### src/rtl/wire_cmd_responder.sv
// Host command responder over FrontPanel wires: detects a new sequence number,
// runs ADD/SUB/MUL on latched operands, and commits result and ack atomically.
module wire_cmd_responder (
   input  logic        ti_clk,
   input  logic        rst,
   input  logic [31:0] cmd_wire,
   input  logic [31:0] opa_wire,
   input  logic [31:0] opb_wire,
   output logic [31:0] result_wire,
   output logic [31:0] status_wire
);

   typedef enum logic [1:0] {IDLE, EXEC, DONE} state_t;

   state_t      state;
   logic [7:0]  last_seq;
   logic [7:0]  ack_seq;
   logic [1:0]  op;
   logic [31:0] opa;
   logic [31:0] opb;
   logic [63:0] mcand;
   logic [63:0] acc;
   logic [63:0] acc_nxt;
   logic [4:0]  bit_cnt;
   logic [31:0] res_q;
   logic        carry_q;
   logic        err_q;
   logic        busy;
   logic        carry_f;
   logic        err_f;
   logic        zero_f;
   logic [15:0] done_count;
   logic        unused_cmd_bits;

   assign unused_cmd_bits = ^cmd_wire[31:10];
   assign status_wire     = {done_count, 4'b0000, zero_f, err_f, carry_f, busy, ack_seq};

   // opb doubles as the multiplier shift register, consumed LSB first
   always_comb begin
      acc_nxt = acc;
      if (opb[0]) acc_nxt = acc + mcand;
   end

   always_ff @(posedge ti_clk) begin
      if (rst) begin
         state       <= IDLE;
         last_seq    <= '0;
         ack_seq     <= '0;
         op          <= '0;
         opa         <= '0;
         opb         <= '0;
         mcand       <= '0;
         acc         <= '0;
         bit_cnt     <= '0;
         res_q       <= '0;
         carry_q     <= 1'b0;
         err_q       <= 1'b0;
         busy        <= 1'b0;
         carry_f     <= 1'b0;
         err_f       <= 1'b0;
         zero_f      <= 1'b0;
         done_count  <= '0;
         result_wire <= '0;
      end else begin
         case (state)
            IDLE: begin
               if (cmd_wire[7:0] != last_seq) begin
                  last_seq <= cmd_wire[7:0];
                  op       <= cmd_wire[9:8];
                  opa      <= opa_wire;
                  opb      <= opb_wire;
                  mcand    <= {32'd0, opa_wire};
                  acc      <= '0;
                  bit_cnt  <= '0;
                  busy     <= 1'b1;
                  state    <= EXEC;
               end
            end
            EXEC: begin
               case (op)
                  2'd0: begin
                     {carry_q, res_q} <= {1'b0, opa} + {1'b0, opb};
                     err_q            <= 1'b0;
                     state            <= DONE;
                  end
                  2'd1: begin
                     res_q   <= opa - opb;
                     carry_q <= (opa < opb);
                     err_q   <= 1'b0;
                     state   <= DONE;
                  end
                  2'd2: begin
                     acc     <= acc_nxt;
                     mcand   <= mcand << 1;
                     opb     <= opb >> 1;
                     bit_cnt <= bit_cnt + 5'd1;
                     if (bit_cnt == 5'd31) begin
                        res_q   <= acc_nxt[31:0];
                        carry_q <= |acc_nxt[63:32];
                        err_q   <= 1'b0;
                        state   <= DONE;
                     end
                  end
                  default: begin
                     res_q   <= '0;
                     carry_q <= 1'b0;
                     err_q   <= 1'b1;
                     state   <= DONE;
                  end
               endcase
            end
            DONE: begin
               result_wire <= res_q;
               carry_f     <= carry_q;
               err_f       <= err_q;
               zero_f      <= (res_q == 32'd0);
               ack_seq     <= last_seq;
               busy        <= 1'b0;
               done_count  <= done_count + 16'd1;
               state       <= IDLE;
            end
            default: state <= IDLE;
         endcase
      end
   end

endmodule

### config.mk
export PLATFORM = sky130hd
export DESIGN_NAME = wire_cmd_responder
export DESIGN_NICKNAME = d
export VERILOG_FILES = /design/src/rtl/wire_cmd_responder.sv
export SDC_FILE = /design/constraint.sdc
export NUM_CORES = 1
export LEC_CHECK = 0
export BUFFER_PORTS_ARGS = -buffer_cell sky130_fd_sc_hd__clkbuf_2
export CAP_MARGIN = 40
export CORE_AREA = 8 8 221 223
export CTS_BUF_LIST = sky130_fd_sc_hd__clkbuf_2
export CTS_CLUSTER_DIAMETER = 120
export DETAILED_ROUTE_END_ITERATION = 8
export DIE_AREA = 0 0 229 231
export PLACE_DENSITY_LB_ADDON = 0.05
export SYNTH_ARGS = -nofsm -noshare
export SYNTH_HDL_FRONTEND = slang
export SYNTH_SLANG_ARGS = --single-unit
### constraint.sdc
create_clock -name ti_clk -period 5.8 [get_ports ti_clk]
set_input_delay 0 -clock ti_clk [delete_from_list [all_inputs] [get_ports ti_clk]]
set_output_delay 0 -clock ti_clk [all_outputs]
set_load 0.1 [all_outputs]
-- Yosys cells after proc, flatten, opt, wreduce, memory -nomap -nowiden
Cells that the tools add are included.
- output and inout bits: 64
- bits of input ports: 98
- logic and storage cells: 71
- flip-flop bits (word level): 303
- eq/ne operators: 10
- order comparisons: 1
- add/subtract/negate cells: 5
- reductions and logical operators: 12
- muxes and demuxes: 25
- operator list (cell ; count):
    two-way mux 64 bit ; 5
    case mux 64 bit (2 select lines) ; 2
    two-way mux 32 bit ; 3
    case mux 32 bit (3 select lines) ; 1
    adder 64 bit ; 1
    case mux 32 bit (2 select lines) ; 1
    adder 32 x 32 -> 33 bit ; 1
    logical NOT 32 bit ; 1
    less-than comparator 32 bit ; 1
    OR reduction 32 bit ; 1
    subtractor 32 bit ; 1
    adder 16 x 1 -> 16 bit, second input constant ; 1
    two-way mux 5 bit ; 2
    case mux 5 bit (2 select lines) ; 1
    != test 8 bit ; 1
    AND reduction 2 bit ; 4
    two-way mux 2 bit ; 3
    != test 2 bit, second input constant ; 3
    adder 5 x 1 -> 5 bit, second input constant ; 1
    == test 5 bit, second input constant ; 1
    == test 2 x 1 -> 1 bit, second input constant ; 2
    == test 2 bit, second input constant ; 2
    logical NOT 2 bit ; 2
    case mux 1 bit (2 select lines) ; 2
    other kinds (7) ; 10

-- Longest topological paths before layout
- word-level depth: 5
- depth in mapped cells: 16
- depth with buffers taken out: 16

-- Worst setup path before layout
OpenSTA, ideal clock, no wires.
- kind: reg-to-reg
- start: reg mcand[0]
- end: reg carry_q
- stages on the path, launching flop included: 16
- setup slack: 2.166 ns
- arrival: 3.504 ns
- setup time: 0.131 ns
- data required time: 5.669 ns
- buffers on the path: 0
- period minus slack after synthesis: 3.634 ns
- path through: dfxtp_1 ha_1 inv_1 fa_1 and2b_1 o2111ai_1 a211o_1 a2111oi_4 o211ai_2 a21oi_2 a21bo_2 xor2_1 a211o_1 a2111oi_1 nor4bb_1 a32oi_1
- word-level cells in the longest chain between the ends: 5
- ends and longest elaborated chain (item ; line ; text):
    start: declaration ; 21 ; logic [63:0] mcand;
    start signal: assignment ; 72 ; mcand <= {32'd0, opa_wire};
    start signal: assignment ; 94 ; mcand <= mcand << 1;
    adder 64 bit ; 41 ; if (opb[0]) acc_nxt = acc + mcand;
    two-way mux 64 bit ; 41 ;
    OR reduction 32 bit ; 99 ; carry_q <= |acc_nxt[63:32];
    two-way mux 1 bit ; 97 ; if (bit_cnt == 5'd31) begin
    case mux 1 bit (3 select lines) ; 80 ; case (op)
    end signal: assignment ; 82 ; {carry_q, res_q} <= {1'b0, opa} + {1'b0, opb};
    end signal: assignment ; 88 ; carry_q <= (opa < opb);
    end signal: assignment ; 99 ;
    end: declaration ; 26 ; logic carry_q;
No other way between the ends. The select of a mux whose other input is x is not followed.
A chain may end at the register's enable or synchronous reset.

-- Worst setup path after layout
- start: reg opb[0]
- end: reg carry_q
- word-level cells in the longest chain between the ends: 4
- elaborated cells between the ends (all ways): 6
- those cells by class: add/sub (1); order compare (1); mux (3); reduce/logical (1)
- ends and longest elaborated chain (item ; line ; text):
    start: declaration ; 20 ; logic [31:0] opb;
    start signal: assignment ; 71 ; opb <= opb_wire;
    start signal: assignment ; 95 ; opb <= opb >> 1;
    parallel branches: the longest is 3 deep, another holds adder 32 x 32 -> 33 bit ; -- ;
    case mux 1 bit (3 select lines) (*) ; 80 ;
Mark *: on every way between the ends. The select of a mux whose other input is x is not followed.

==> results_dict.tcl <==
set metrics [dict create \
    status "finished clean" \
    worst_pin_slew_ps 922 \
    hold_slack_ps 215 \
    die_h_um 231 \
    period_needed_ps 4640 \
    arrival_ps 5510 \
    crit_required_ps 6670 \
    ir_drop_mv 0.130 \
    wirelength_um 71000 \
    p_switching_mw 2.03 \
    power.share.switching_pct 37.4 \
    finalSetupViolCount 0 \
    seq_area_mm2 0.00607 \
    startpoint_type "flop" \
    die_w_um 229 \
    comb_power_share_pct 27.0 \
    via_count 20400 \
    worst_hold_path_type "primary input to flop" \
    avgViaCountPerCell 5.74 \
    cp_max_fo 34 \
    synth.area.top_cells "dfxtp_1 31%, a21oi_1 8.8%, nand2_1 8.6%" \
    antenna_found_initial 1 \
    avgSynthCellArea_um2 7.37 \
    htreeDepth 3 \
    grt_use_total_pct 25.8 \
    clockRootBuffer "clkbuf_2" \
    layout.nets 3128 \
    r2r_start "opb[0]" \
    num_rows 78 \
    cts_tree "done" \
    wl_per_cell_um 20.0 \
    grt_pass1_wl_um 111000 \
    p_int_mw 3.40 \
    max_freq_ghz 0.215 \
    use_met1_pct 34.2 \
    async_flop_share_pct 0 \
    power_frac_clock_pct 29.8 \
    ys_seq_area_share_pct 30.9 \
    hold_viol 0 \
    synth-seq-cells 303 \
    cts_sinks 303 \
    grt_util_met3_pct 3.94 \
    port_buffers 135 \
    path_clk_slew_ps 100 \
    synth_edf_count 0 \
    start_util_pct 43.6 \
    drc_errors 0 \
    place.gp.congestion 0.898 \
    multi_input_area_mm2 0.0126 \
    hpwl_um 50300 \
    maxCapViolCount 0 \
    ant_nets 0 \
    critPathCaptureType "flop" \
    layout.cells.non_filler 3556 \
    setup_tns_ps 0 \
    yosysWarnings 0 \
    placed_cells 3234 \
    top_usage_layer "met2" \
    ys_types 90 \
    core_mm2 0.0451 \
    max-slew-margin-rel_pct 38.6 \
    fin_worst_skew_ps 66.5 \
    dieArea_mm2 0.0529 \
    numCtsBuffers 85 \
    grt_max_degree 181 \
    drv_slew 0 \
    overflow 0 \
    critical_path_class "flop to flop" \
    grt_pass1_vias 19500 \
    crit_path_start "opb[0]" \
    synth_flop_cell "dfxtp_1" \
    drt_first_pass_iters 5 \
    syn_area_mm2 0.0196 \
    rsz0062_at_grt "no" \
    drtIter0Drc 1681 \
    clk_path_buf_depth 3 \
    p_leak_nw 9.42 \
    io_pins 162 \
    cts_setup_buffers 0 \
    power_density_mw_per_mm2 234 \
    post_route_cells_drive_above_1_share_pct 11.3 \
    insertion_delay_ps 1030 \
    cts_resized 0 \
    power_frac_seq_pct 43.2 \
    period_share_pct 80.1 \
    synth.top_cell.area_share_pct 30.9 \
    total_power_mw 5.43 \
    fill_cells 4624 \
    min-delay-start "cmd_wire[3]" \
    area_delta_synth_final_pct 18.0 \
    yosys.area.top_type "dfxtp_1" \
    syn_inst 2664 \
    grt_util_met2_pct 42.4 \
]
[metal layers]
metal / wire length, um / part of all wire, %
met2: 32700 / 46
met5: 0 / 0
met4: 1950 / 2.7
met1: 32700 / 46
met3: 3650 / 5.1
[worst max-delay path: stages (launching register included)]
cell	delay [ps]
dfxtp_4	520
ha_1	310
fa_1	380
nor2b_1	160
o21ai_0	350
a2111oi_0	240
o211a_1	290
o31ai_1	480
nor3_1	180
o21ai_1	260
nand2_1	110
a31oi_1	530
nand4_1	210
nor4bb_1	340
a32oi_1	140
[sequential cells by signal, summed over array words and instances (netlist names), 2 cells and up]
signal,count
opa,32
last_seq,8
acc,64
mcand,64
ack_seq,8
bit_cnt,5
op,2
res_q,32
state,2
opb,32
done_count,16
result_wire,32
[kinds of logic after synthesis]
group,count (synthesis),share of synthesized area [%]
flip-flops,303,30.9
XOR/XNOR,97,4.33
adder cells (fa/ha/maj),133,8.59
buffers and inverters,272,5.45
other,1,0.0191
AND/OR/NAND/NOR,983,22.1
multiplexers,39,2.06
AO/OA/AOI/OAI,836,26.6
[synth_stat cells, types with 27 or more instances]
library cell and number:
nor3_1 43, a22oi_1 51, nand3_1 66, a31oi_1 74, a21oi_1 345, a21o_1 42, clkbuf_1 150, nand4_1 35
inv_1 77, o21ai_0 100, mux2i_1 27, dfxtp_1 303, o21bai_1 27, ha_1 130, xnor2_1 69, xor2_1 28
nor2_1 247, nand2_1 450, nor2b_1 28
[cells in the final DEF, fill, tap and decap left out, types with 9 or more instances in the layout]
master         netlist  layout
a21oi_1            345     345
ha_1               130     130
xor2_1              28      28
o21a_1              18      17
clkinv_1             2      14
clkbuf_2             0     258
o21ai_1             17      16
a21o_1              42      42
dfxtp_1            303     302
dlygate4sd3_1        0     175
a31oi_1             74      74
nand2b_1            18      17
or3_1               17      17
o22ai_1              9       9
xnor2_1             69      69
nand2_1            450     449
a211oi_1            21      21
nor2_1             247     244
nor4_1              20      20
nand3_1             66      66
o221ai_1            19      19
buf_4                9      16
o31ai_1             12      12
nor2b_1             28      27
mux2i_1             27      27
nor3_1              43      43
a211o_1             11      11
inv_1               77      77
nand4_1             35      35
o21bai_1            27      27
o21ai_0            100     100
a22oi_1             51      51
and3_1              19      19
mux2_2              12      12
[area by class of cell]
| class | count | area share [%] |
|---|---|---|
| diodes | 1 | 0.0108 |
| inverters | 81 | 1.31 |
| multi-input cells | 2092 | 54.2 |
| clock inverters | 21 | 0.664 |
| repair buffers | 334 | 11.7 |
| clock buffers | 124 | 2.68 |
| flip-flops and latches | 303 | 26.2 |
| well taps | 600 | 3.24 |
[power by group through the flow]
| stage | combinational (mW) | sequential [mW] | clock [mW] |
|---|---|---|---|
| 2_1_floorplan | 0.933 | 2.36 | 0 |
| 3_3_place_gp | 1.31 | 2.39 | 0 |
| 3_5_place_dp | 1.34 | 2.39 | 0 |
| 4_1_cts | 1.45 | 2.34 | 1.69 |
| 5_1_grt | 1.60 | 2.36 | 1.80 |
| 6_report | 1.47 | 2.35 | 1.62 |
[timing repair]
item / in CTS / in global routing
endpoints found under the hold margin: 302 / 0
endpoints found under the setup margin: 0 / 0
hold buffers: 176 / 0
[through the flow]
| stage | setup slack (ps) | cell area, um2 | util, % |
|---|---|---|---|
| 2_1_floorplan | 2170 | 19600 | - |
| 3_3_place_gp | 1010 | 20500 | 45.6 |
| 3_5_place_dp | 1300 | 20600 | 45.8 |
| 4_1_cts | 1240 | 23200 | 51.4 |
| 5_1_grt | 863 | 23200 | 51.4 |
| 6_report | 1160 | 23200 | 51.4 |
[path summary, 6_finish.rpt]
check                                  to  slack, ps  cells after the start
worst max-delay path              carry_q       1160                     14
worst min-delay path            mcand[61]        210                      7
worst min register to register  mcand[55]        450                      2
worst max register to register    carry_q       1160                     14
Power figures use the tool's default switching activity.
